`src/rtl/shift_counter_pkg.sv`:
```
// Shared encodings and start-state helpers for the ring/Johnson shift counter.
// Latency: n/a (package of types and constant functions only).
// Backpressure: n/a; optional legality check in the counter is gated by SHIFT_CNT_SELFCORRECT_EN.
package shift_counter_pkg;

   // Widest counter supported; start-state helpers return this many bits and
   // callers size-cast down to their own WIDTH.
   localparam int MAX_WIDTH = 32;

   typedef enum logic {
      MODE_RING    = 1'b0,
      MODE_JOHNSON = 1'b1
   } mode_e;

   typedef enum logic {
      DIR_UP   = 1'b0,   // shift toward MSB
      DIR_DOWN = 1'b1    // shift toward LSB
   } dir_e;

   // What the counter does on a given edge (reset is handled separately,
   // directly inside the state register).
   typedef enum logic [2:0] {
      ACT_LOAD    = 3'd0,
      ACT_REINIT  = 3'd1,
      ACT_CORRECT = 3'd2,
      ACT_SHIFT   = 3'd3,
      ACT_HOLD    = 3'd4
   } act_e;

   // Ring counters start with a single one in bit 0.
   function automatic logic [MAX_WIDTH-1:0] ring_start();
      return {{(MAX_WIDTH-1){1'b0}}, 1'b1};
   endfunction

   // Johnson counters start all-zeros.
   function automatic logic [MAX_WIDTH-1:0] johnson_start();
      return '0;
   endfunction

   // Start state for whichever mode is selected.
   function automatic logic [MAX_WIDTH-1:0] start_state(input logic mode);
      return (mode == MODE_JOHNSON) ? johnson_start() : ring_start();
   endfunction

endpackage

```
`src/rtl/shift_cnt_legal_chk.sv`:
```
// Combinational legality check of a ring (one-hot) or Johnson (<=1 edge) state.
// Latency: 0 cycles, purely combinational.
// Backpressure: none; used only when SHIFT_CNT_SELFCORRECT_EN is defined.
module shift_cnt_legal_chk
   import shift_counter_pkg::*;
#(
   parameter int WIDTH = 4
) (
   input  logic [WIDTH-1:0] q,
   input  logic             mode,
   output logic             legal
);

   logic one_hot;
   logic few_edges;

   // Ring states carry exactly one set bit; Johnson states have at most one
   // boundary between a run of ones and a run of zeros (not wrapping around).
   always_comb begin
      one_hot   = ($countones(q) == 1);
      few_edges = ($countones(q[WIDTH-1:1] ^ q[WIDTH-2:0]) <= 1);
      legal     = (mode == MODE_RING) ? one_hot : few_edges;
   end

endmodule

```
`src/rtl/shift_counter_gen.sv`:
```
// Ring / Johnson shift counter with load, direction control and wrap/err pulses.
// Latency: 1 cycle from inputs to q/wrap/err (all registered); macro SHIFT_CNT_SELFCORRECT_EN enables auto-correction.
// Backpressure: none; en low holds state, load/mode change/correction override shifting.
module shift_counter_gen
   import shift_counter_pkg::*;
#(
   parameter int WIDTH = 4   // legal range 2..32
) (
   input  logic             clk,
   input  logic             rst,
   input  logic             en,
   input  logic             mode,
   input  logic             dir,
   input  logic             load,
   input  logic [WIDTH-1:0] load_val,
   output logic [WIDTH-1:0] q,
   output logic             wrap,
   output logic             err
);

   logic             mode_q;
   logic [WIDTH-1:0] start_cur;
   logic [WIDTH-1:0] shifted;
   logic             illegal;
   act_e             act;
   logic [WIDTH-1:0] q_nxt;
   logic             wrap_nxt;

   // The start state always follows the live mode input, so reset and
   // re-initialisation land in the state of the mode being switched to.
   assign start_cur = WIDTH'(start_state(mode));

`ifdef SHIFT_CNT_SELFCORRECT_EN
   logic legal;

   shift_cnt_legal_chk #(
      .WIDTH (WIDTH)
   ) u_legal_chk (
      .q     (q),
      .mode  (mode),
      .legal (legal)
   );

   assign illegal = ~legal;
`else
   // Without the checker every state is treated as legal and simply keeps
   // rotating/twisting.
   assign illegal = 1'b0;
`endif

   // One shift step: ring feeds the outgoing bit back in, Johnson feeds it
   // back inverted.
   always_comb begin
      shifted = q;
      case ({mode, dir})
         {MODE_RING,    DIR_UP}:   shifted = {q[WIDTH-2:0], q[WIDTH-1]};
         {MODE_RING,    DIR_DOWN}: shifted = {q[0], q[WIDTH-1:1]};
         {MODE_JOHNSON, DIR_UP}:   shifted = {q[WIDTH-2:0], ~q[WIDTH-1]};
         {MODE_JOHNSON, DIR_DOWN}: shifted = {~q[0], q[WIDTH-1:1]};
         default:                  shifted = q;
      endcase
   end

   // Pick the single action for this edge in priority order:
   // load > mode change > illegal-state correction > shift > hold.
   always_comb begin
      act = ACT_HOLD;
      if (load) begin
         act = ACT_LOAD;
      end else if (mode != mode_q) begin
         act = ACT_REINIT;
      end else if (illegal) begin
         act = ACT_CORRECT;
      end else if (en) begin
         act = ACT_SHIFT;
      end
   end

   // Next q and wrap for the chosen action; wrap only ever follows a real
   // shift that lands on the start state.
   always_comb begin
      q_nxt    = q;
      wrap_nxt = 1'b0;
      case (act)
         ACT_LOAD:    q_nxt = load_val;
         ACT_REINIT:  q_nxt = start_cur;
         ACT_CORRECT: q_nxt = start_cur;
         ACT_SHIFT: begin
            q_nxt    = shifted;
            wrap_nxt = (shifted == start_cur);
         end
         default:     q_nxt = q;
      endcase
   end

   // State register; reset beats everything else on the same edge, and
   // mode_q tracks mode on every edge so a change is seen exactly once.
   always_ff @(posedge clk) begin
      if (rst) begin
         q      <= start_cur;
         wrap   <= 1'b0;
         mode_q <= mode;
      end else begin
         q      <= q_nxt;
         wrap   <= wrap_nxt;
         mode_q <= mode;
      end
   end

`ifdef SHIFT_CNT_SELFCORRECT_EN
   // err is a one-cycle pulse marking the edge that repaired an illegal state.
   always_ff @(posedge clk) begin
      if (rst) begin
         err <= 1'b0;
      end else begin
         err <= (act == ACT_CORRECT);
      end
   end
`else
   assign err = 1'b0;
`endif

endmodule

```
`config.mk`:
```
export PLATFORM = sky130hd
export DESIGN_NAME = shift_counter_gen
export DESIGN_NICKNAME = d
export VERILOG_FILES = /design/src/rtl/shift_counter_pkg.sv /design/src/rtl/shift_cnt_legal_chk.sv /design/src/rtl/shift_counter_gen.sv
export SDC_FILE = /design/constraint.sdc
export NUM_CORES = 1
export LEC_CHECK = 0
export BUFFER_PORTS_ARGS = -buffer_cell sky130_fd_sc_hd__buf_2
export CORE_AREA = 2 2 41 43
export CTS_BUF_LIST = sky130_fd_sc_hd__clkbuf_4 sky130_fd_sc_hd__clkbuf_8
export CTS_CLUSTER_SIZE = 24
export DETAILED_ROUTE_END_ITERATION = 16
export DIE_AREA = 0 0 43 45
export GPL_TIMING_DRIVEN = 0
export SYNTH_ARGS = -nofsm -noshare
export SYNTH_HDL_FRONTEND = slang
export SYNTH_SLANG_ARGS = --single-unit
```
`constraint.sdc`:
```
create_clock -name clk -period 3.2 [get_ports clk]
set_input_delay 0.32 -clock clk [delete_from_list [all_inputs] [get_ports clk]]
set_output_delay 0.32 -clock clk [all_outputs]
set_load 0.03 [all_outputs]
```
# Word-level counts from Yosys, hierarchy flattened
# Index checks and enable logic that the tools add are counted.
# W data, S select, Z words.
[totals]
wordCells = 26
ff_bits = 6
[classes]
bitwise = 3
reduce_logical = 5
n_eq_ne = 8
mux = 7
[op_table]
columns = ["op", "count"]
rows = [
  ["$pmux W4 S4", 1],
  ["$pmux W4 S3", 1],
  ["$mux W3", 3],
  ["$eq A3 B2 Y1 const B", 2],
  ["$eq A2 B2 Y1 const B", 2],
  ["$eq A4 B1 Y1", 1],
  ["$mux W4", 1],
  ["$reduce_bool A4 Y1", 1],
  ["$reduce_or A2 Y1", 2],
  ["$eq A3 B1 Y1 const B", 1],
  ["$logic_not A3 Y1", 1],
  ["$not A1 Y1", 3],
  ["$eq A2 B1 Y1 const B", 1],
  ["$logic_not A2 Y1", 1],
  ["$mux W1", 1],
  ["$ne A1 B1 Y1", 1],
]

# Logic depth before layout (Yosys ltp)
# Gate-level depths: netlist of the first run.
[logic_depth]
word_depth = 7
mapped_depth = 5
mapped_depth_nobuf = 4

# Worst setup path before layout of the first run
# OpenSTA, ideal clock, no wires.
[synth_timing]
path_kind = "register to register"
startpoint = "reg q[3]"
endpoint = "reg q[0], data pin"
arrival_time_ns = 1.232
path_slack_ns = 1.704
path_stages_with_launch = 5
required_time_ns = 2.936
synth_period_minus_slack_ns = 1.496
setup_ns = 0.264
path_buffers = 0
cell_sequence = "edfxtp_1 -> nor2b_2 -> o21ba_2 -> a311oi_1 -> nor3_1"
[synth_between]
elab_chain_cells = 4
[synth_lines]
columns = ["element", "line", "rtl"]
rows = [
  ["from (decl)", "shift_counter_gen.sv:16", "output logic [WIDTH-1:0] q,"],
  ["from (signal assigned)", "shift_counter_gen.sv:100", "q <= start_cur;"],
  ["from (signal assigned)", "shift_counter_gen.sv:104", "q <= q_nxt;"],
  ["$not A1 Y1", "shift_counter_gen.sv:58", "{MODE_JOHNSON, DIR_UP}: shifted = {q[WIDTH-2:0], ~q[WIDTH-1]};"],
  ["$pmux W4 S4 (*)", "shift_counter_gen.sv:55", "case ({mode, dir})"],
  ["$pmux W4 S3 (*)", "shift_counter_gen.sv:84", "case (act)"],
  ["$mux W4 (*)", "shift_counter_gen.sv:99", "if (rst) begin"],
]
# Mark *: on every way between the ends. The rest lies on a longest branch, timed or not.
# A chain may end at the register's enable or synchronous reset.

# Final worst setup path of the first run
# Ends and elaborated chain as after synthesis.

==> Implementation_results.wiki, run 1 <==
{| class="wikitable"
! Metric !! Value
|-
| Clk network pwr share || 0.309
|-
| Net Count, Synth || 58
|-
| Number of DRC markers after the initial detailed-route iteration || 8
|-
| Period utilization || 0.433
|-
| Initial DRT Pass Iterations || 4
|-
| Width of the die || between 40 and 50 um
|-
| Flip-flop and latch count after synthesis || 6
|-
| Dominant cells by area after synthesis || sky130_fd_sc_hd__edfxtp_1 28%, sky130_fd_sc_hd__dfxtp_1 9.4%, sky130_fd_sc_hd__nand2_1 6.2%, sky130_fd_sc_hd__mux2i_1 4.7%, sky130_fd_sc_hd__nor3_1 4.7%
|-
| Total number of vias || 400
|-
| Worst Setup SP || q[3]
|-
| Clk pin slew, worst setup/hold paths || ~0.04 ns
|-
| Worst R2R Start || q[3]
|-
| Status || complete, no violations
|-
| Post CTS Setup Buffer Count || 0
|-
| Fraction of final layout cells with drive strength greater than 1 || 0.344
|-
| Data required time at the worst endpoint || about 3.2 ns
|-
| Standard cell with the maximum stage delay on the critical path || sky130_fd_sc_hd__edfxtp_1
|-
| Cell-internal power || 0.157 mW
|-
| RSZ-0062 raised after global routing || false
|-
| Num Clock Sinks || 6
|-
| Switching share of total power || 0.303
|-
| Kind of cell with the highest combined delay on the critical path || compound AO/OA/AOI/OAI gates
|-
| Register-to-register setup slack || ~1.8 ns
|-
| Initial antenna violation count || 0
|-
| Share of the core filled with cells || 0.362
|-
| Instance count of the mapped netlist || 48
|-
| Reg2reg path depth || 4
|-
| DRC errors left || 0
|-
| Number of levels the H-tree was split into || 1
|-
| Average cell area after synthesis || between 8 and 9 um^2
|-
| Wirelength, routed || ~850 um
|-
| Combinational Power Share || 0.254
|-
| Pins over their slew limit || 0
|-
| Cells traversed along the worst timing path || nor2b_2 -> o21ba_2 -> a311oi_1 -> nor3_1
|-
| Setup TNS || 0 ns
|-
| Worst setup path endpoint || q[0]
|-
| Relative area change from synthesis to final layout || 25.3%
|-
| Routability congestion estimate from global placement || ~0.68
|-
| Worst clock skew || ~0.0013 ns
|-
| Count of distinct cell types in the synthesized netlist || 27
|-
| Pin count of the biggest net entering global routing || 11
|-
| Worst path buffer plus inverter count || 0
|-
| Largest stage delay on the critical path || 0.41 ns
|-
| Post-detailed-route via-to-cell ratio || ~5
|-
| Post-layout min period || 1.39 ns
|-
| Ant. Diodes || 0
|-
| Worst min-delay path category || in2reg
|-
| Seq/Total Area, Yosys || 0.376
|-
| Hold_ws || 0.202 ns
|-
| Area of the mapped netlist || around 430 um^2
|-
| Maximum clock insertion buffer count || 2
|-
| Pwr/cell area || 421 nW/um^2
|-
| CTS tree || done
|-
| Detail-routed net length per standard cell || 10.7 um
|-
| Area of the die || just under 2000 um^2
|-
| Type of element launching the critical path || register
|-
| Hold-fix buffers at CTS || 0
|-
| Total Power || 0.225 mW
|-
| Final count of hold timing violations || 0
|-
| Critical Path AT || about 1.4 ns
|-
| Starting density of the core || 0.289
|-
| Biggest area consumer among synthesized cells || sky130_fd_sc_hd__edfxtp_1
|-
| Total global routing track utilization || 0.101
|-
| Warnings from Yosys || 0
|-
| Boundary Pins || 16
|-
| Max-capacitance violation count || 0
|-
| Endpoints failing setup || 0
|-
| Fmax || roughly 720 MHz
|-
| Worst r2r dst || q[0]
|-
| Net switching power || 0.0681 mW
|-
| Sum of overflow across all layers after global routing || 0
|-
| Latest clock arrival within the worst-skew pair || 0.24 ns
|-
| First-pass GRT wire length || 1430 um
|-
| Largest fanout on the critical path || 4
|-
| Share of Yosys cell area claimed by the top area cell type || 0.282
|-
| PortBufs || 13
|-
| Overall die height || about 45 um
|-
| # resized after CTS || 0
|-
| CP Class || reg2reg
|-
| Share of total power in sequential cells || 0.437
|-
| Core Area || 1470 um^2
|-
| Number of cells on the critical path || 4
|-
| Num CTS Buffers || 3
|-
| Buffer cell driving the clock tree root || sky130_fd_sc_hd__clkbuf_4
|-
| Via count of the first global-routing pass || 340
|-
| Post-layout nets || 76
|-
| Max VDD drop || between 0.15 and 0.2 mV
|-
| Leakage || ~0.22 nW
|-
| Type of destination of the critical path || register
|-
| Antenna Nets Post-Route || 0
|-
| Core Rows || 14
|}
## synthesized netlist by cell type
cell type / number
sky130_fd_sc_hd__or4_1: 1
sky130_fd_sc_hd__nor2b_1: 1
sky130_fd_sc_hd__or2b_1: 1
sky130_fd_sc_hd__o21ba_2: 1
sky130_fd_sc_hd__nor3_1: 4
sky130_fd_sc_hd__o21ai_1: 3
sky130_fd_sc_hd__conb_1: 1
sky130_fd_sc_hd__nand2b_1: 2
sky130_fd_sc_hd__o21ai_0: 2
sky130_fd_sc_hd__nor2_1: 1
sky130_fd_sc_hd__buf_2: 1
sky130_fd_sc_hd__or3b_1: 1
sky130_fd_sc_hd__edfxtp_1: 4
sky130_fd_sc_hd__o31ai_1: 1
sky130_fd_sc_hd__xnor2_1: 1
sky130_fd_sc_hd__a21oi_1: 3
sky130_fd_sc_hd__nand3b_1: 2
sky130_fd_sc_hd__dfxtp_1: 2
sky130_fd_sc_hd__nor3_2: 1
sky130_fd_sc_hd__o211ai_1: 1
sky130_fd_sc_hd__a311oi_1: 1
sky130_fd_sc_hd__xor2_1: 1
sky130_fd_sc_hd__nand2_1: 7
sky130_fd_sc_hd__mux2i_1: 2
sky130_fd_sc_hd__buf_6: 1
sky130_fd_sc_hd__buf_4: 1
sky130_fd_sc_hd__nor2b_2: 1
## cell families after synthesis
family                 count (synthesis)  share of synthesized area
AO/OA/AOI/OAI                         12                      0.174
XOR/XNOR                               2                     0.0412
buffers and inverters                  3                     0.0559
flip-flops                             6                      0.376
multiplexers                           2                     0.0471
other                                  1                    0.00882
AND/OR/NAND/NOR                       22                      0.297
## flip-flops by register name, summed over array words and instances, names as in the netlist
signal  flops
wrap        1
q           4
mode_q      1
## layer usage
metal	vias to the layer above	track usage	wire [um]
li1	206	-	-
met1	180	0.134	382
met2	14	0.152	403
met3	0	0.0520	68
met4	0	0.0182	0
met5	-	0	0
## per-stage QoR
stage | cell area, um^2 | setup WS (ns) | std cells
2_1_floorplan | 425 | 1.70 | 48
3_3_place_gp | 510 | 1.68 | 77
3_5_place_dp | 510 | 1.69 | 77
4_1_cts | 533 | 1.81 | 80
5_1_grt | 533 | 1.70 | 80
6_report | 533 | 1.81 | 80
## power by group through the flow
stage / registers (mW) / clock network, mW / logic, mW
2_1_floorplan: 0.109 / 0 / 0.0298
3_3_place_gp: 0.0990 / 0 / 0.0571
3_5_place_dp: 0.0993 / 0 / 0.0575
4_1_cts: 0.0978 / 0.0722 / 0.0577
5_1_grt: 0.0993 / 0.0791 / 0.0629
6_report: 0.0981 / 0.0694 / 0.0572
## layout make-up
type | count | area (um^2)
Buffer | 3 | 23.8
Clock buffer | 3 | 22.5
Fill cell | 166 | 938
Multi-Input combinational cell | 39 | 241
Sequential cell | 6 | 160
Tap cell | 16 | 20.0
Timing Repair Buffer | 13 | 65.1
## layout by cell type (no fill, tap or decap), types with 2 or more instances in the layout
cell type,count
sky130_fd_sc_hd__nand2b_1,2
sky130_fd_sc_hd__a21oi_1,3
sky130_fd_sc_hd__mux2i_1,2
sky130_fd_sc_hd__clkbuf_4,3
sky130_fd_sc_hd__nor3_1,4
sky130_fd_sc_hd__nand3b_1,2
sky130_fd_sc_hd__edfxtp_1,4
sky130_fd_sc_hd__dfxtp_1,2
sky130_fd_sc_hd__o21ai_0,2
sky130_fd_sc_hd__o21ai_1,3
sky130_fd_sc_hd__buf_2,14
sky130_fd_sc_hd__nand2_1,7
## worst min-delay path by stage
stage / start / endpoint / slack (ns) / cells past startpoint
floorplan: mode / mode_q / 0.35 / 0
global placement: mode / mode_q / 0.45 / 1
detailed placement: mode / mode_q / 0.45 / 1
CTS: mode / mode_q / 0.20 / 1
global route: mode / mode_q / 0.19 / 1
finish: mode / mode_q / 0.20 / 1
(Power assumes the default switching activity.)
==> run 2: changes to the inputs <==
Clock period 3.2 ns to 1.3 ns, I/O delays scaled along.
==> Implementation_results.wiki, run 2 (synthesis results as in run 1) <==
{| class="wikitable"
! Metric !! Value
|-
| Boundary Pins || 16 (unchanged)
|-
| Initial DRT Pass Iterations || 3 (was 4)
|-
| Fill cells || 161 (was 166)
|-
| Setup TNS || 0 ns (unchanged)
|-
| Leading cell type in the layout, fill and taps excluded || sky130_fd_sc_hd__buf_2 (unchanged)
|-
| Status || complete, no violations (unchanged)
|-
| Wirelength, routed || 1010 um (was 853 um)
|-
| Endpoints failing setup || 0 (unchanged)
|-
| Top layer used by detailed routing || met4 (was met3)
|-
| Maximum clock insertion buffer count || 2 (unchanged)
|-
| Worst min-delay path category || in2reg (unchanged)
|-
| Reg2reg path depth || 2 (was 4)
|-
| Post-detailed-route via-to-cell ratio || 4.98 (was 5.00)
|-
| Sum of overflow across all layers after global routing || 0 (unchanged)
|-
| Detail-routed net length per standard cell || 12.1 um (was 10.7 um)
|-
| Hold-fix buffers at CTS || 0 (unchanged)
|-
| Pwr/cell area || 990 nW/um^2 (was 421 nW/um^2)
|-
| Clk pin slew, worst setup/hold paths || 0.04 ns (about the same)
|-
| Overall die height || 45 um (unchanged)
|-
| Antenna Nets Post-Route || 0 (unchanged)
|-
| Number of levels the H-tree was split into || 1 (unchanged)
|-
| Max-capacitance violation count || 0 (unchanged)
|-
| Leakage || 0.247 nW (was 0.222 nW)
|-
| Area of the die || 1940 um^2 (unchanged)
|-
| CTS tree || done (unchanged)
|-
| Final count of hold timing violations || 0 (unchanged)
|-
| Post-layout min period || 1.29 ns (was 1.39 ns)
|-
| Ant. Diodes || 0 (unchanged)
|-
| First-pass GRT wire length || 1520 um (was 1430 um)
|-
| Register with the most flip-flops || q (unchanged)
|-
| Largest fanout on the critical path || 5 (was 4)
|-
| PortBufs || 13 (unchanged)
|-
| Pin count of the biggest net entering global routing || 11 (unchanged)
|-
| Total global routing track utilization || 0.110 (was 0.101)
|-
| Total met2 wirelength after detailed routing || 488 um (was 403 um)
|-
| CP Class || reg2reg (unchanged)
|-
| Detailed-route wire length on metal 1 || 431 um (was 382 um)
|-
| Max VDD drop || 0.580 mV (was 0.170 mV)
|-
| Number of standard cells in the final layout excluding fillers || 83 (was 80)
|-
| Critical Path AT || 1.27 ns (was 1.37 ns)
|-
| Type of element launching the critical path || register (unchanged)
|-
| Worst clock skew || 0.00922 ns (was 0.00128 ns)
|-
| Fraction of final layout cells with drive strength greater than 1 || 0.433 (was 0.344)
|-
| Number of cells in the design after placement || 77 (unchanged)
|-
| Num CTS Buffers || 3 (unchanged)
|-
| Detailed placement HPWL || approximately 750 um
|-
| Pins over their slew limit || 0 (unchanged)
|-
| Fmax || 774 MHz (was 722 MHz)
|-
| RSZ-0062 raised after global routing || true (was false)
|-
| Total number of vias || 413 (was 400)
|-
| Core Area || 1470 um^2 (unchanged)
|-
| Buffer cell driving the clock tree root || sky130_fd_sc_hd__clkbuf_4 (unchanged)
|-
| Type of destination of the critical path || register (unchanged)
|-
| Sequential Area || 160 um^2 (unchanged)
|-
| Relative area change from synthesis to final layout || 38.5% (was 25.3%)
|-
| Data required time at the worst endpoint || 1.27 ns (was 3.19 ns)
|-
| Num Clock Sinks || 6 (unchanged)
|-
| Share of the core filled with cells || 0.401 (was 0.362)
|-
| Period utilization || 0.994 (was 0.433)
|-
| Core Rows || 14 (unchanged)
|-
| Top Registers || q: 4 flops, mode_q: 1 flops, wrap: 1 flops (unchanged)
|-
| Initial antenna violation count || 0 (unchanged)
|-
| DRC errors left || 0 (unchanged)
|-
| Routed length on met3 || 71 um (was 68 um)
|-
| Hold Crit Depth || 1 (unchanged)
|-
| Via count of the first global-routing pass || 329 (was 340)
|-
| Top library cells by usage in the layout, fill and taps aside || 14 x sky130_fd_sc_hd__buf_2, 7 x sky130_fd_sc_hd__nand2_1, 4 x sky130_fd_sc_hd__nor3_1, 4 x sky130_fd_sc_hd__buf_4, 4 x sky130_fd_sc_hd__edfxtp_1 (was 14 x sky130_fd_sc_hd__buf_2, 7 x sky130_fd_sc_hd__nand2_1, 4 x sky130_fd_sc_hd__nor3_1, 4 x sky130_fd_sc_hd__edfxtp_1)
|-
| Latest clock arrival within the worst-skew pair || 0.24 ns (about the same)
|-
| Number of DRC markers after the initial detailed-route iteration || 4 (was 8)
|-
| Area of the multi-input gates || 275 um^2 (was 241 um^2)
|-
| Post-layout nets || 79 (was 76)
|-
| Routability congestion estimate from global placement || 0.684 (was 0.685)
|-
| Width of the die || 43 um (unchanged)
|-
| Flip-flop count of the largest register after layout || 4 (unchanged)
|-
| Starting density of the core || 0.289 (unchanged)
|}
## run 2: cell count changes in the layout (fill, tap and decap cells not counted), sizes merged
cell	before	now
buf	16	19
## run 2: critical path, stage by stage (launching register included)
cell and delay (ns):
sky130_fd_sc_hd__dfxtp_1 0.35, sky130_fd_sc_hd__xor2_2 0.21, sky130_fd_sc_hd__or4_4 0.47
## run 2: report_power, final
part | internal (mW) | leakage, nW | switching [mW]
registers | 0.222 | 0.0616 | 0.0169
logic | 0.0779 | 0.171 | 0.0964
clock network | 0.104 | 0.0138 | 0.0655
## run 2: what timing repair did
action / 4_1_cts / 5_1_grt
setup buffers: 1 / 2
setup endpoints to repair: 5 / 7
gates resized for setup: 2 / 2
## run 2: layout make-up
| cell class | instances | share of cell area |
|---|---|---|
| plain buffers | 3 | 0.0403 |
| repair buffers | 16 | 0.149 |
| clock buffers | 3 | 0.0382 |
| flip-flops and latches | 6 | 0.272 |
| multi-input cells | 39 | 0.467 |
| well taps | 16 | 0.0340 |
## run 2: per-layer routing
layer / GRT usage / vias to the layer above
li1: - / 212
met1: 0.143 / 183
met2: 0.161 / 16
met3: 0.0520 / 2
met4: 0.0364 / 0
met5: 0 / -
## run 2: final timing paths
path                from  endpoint  slack [ns]
setup reg to reg  mode_q      q[1]       0.008
hold reg to reg     q[2]      wrap        0.53
setup / recovery  mode_q      q[1]       0.008
hold / removal      mode    mode_q        0.02
## run 2: per-stage QoR
stage / cell area [um^2] / worst slack [ns] / hold slack, ns / total power, mW
4_1_cts: 562 / 0.00332 / 0.0157 / 0.576
3_5_place_dp: 522 / -0.0579 / 0.262 / 0.393
3_3_place_gp: 522 / -0.0350 / 0.256 / 0.390
2_1_floorplan: 437 / -0.102 / 0.158 / 0.347
6_report: 589 / 0.00810 / 0.0192 / 0.583
5_1_grt: 589 / -0.0500 / 0.0180 / 0.616
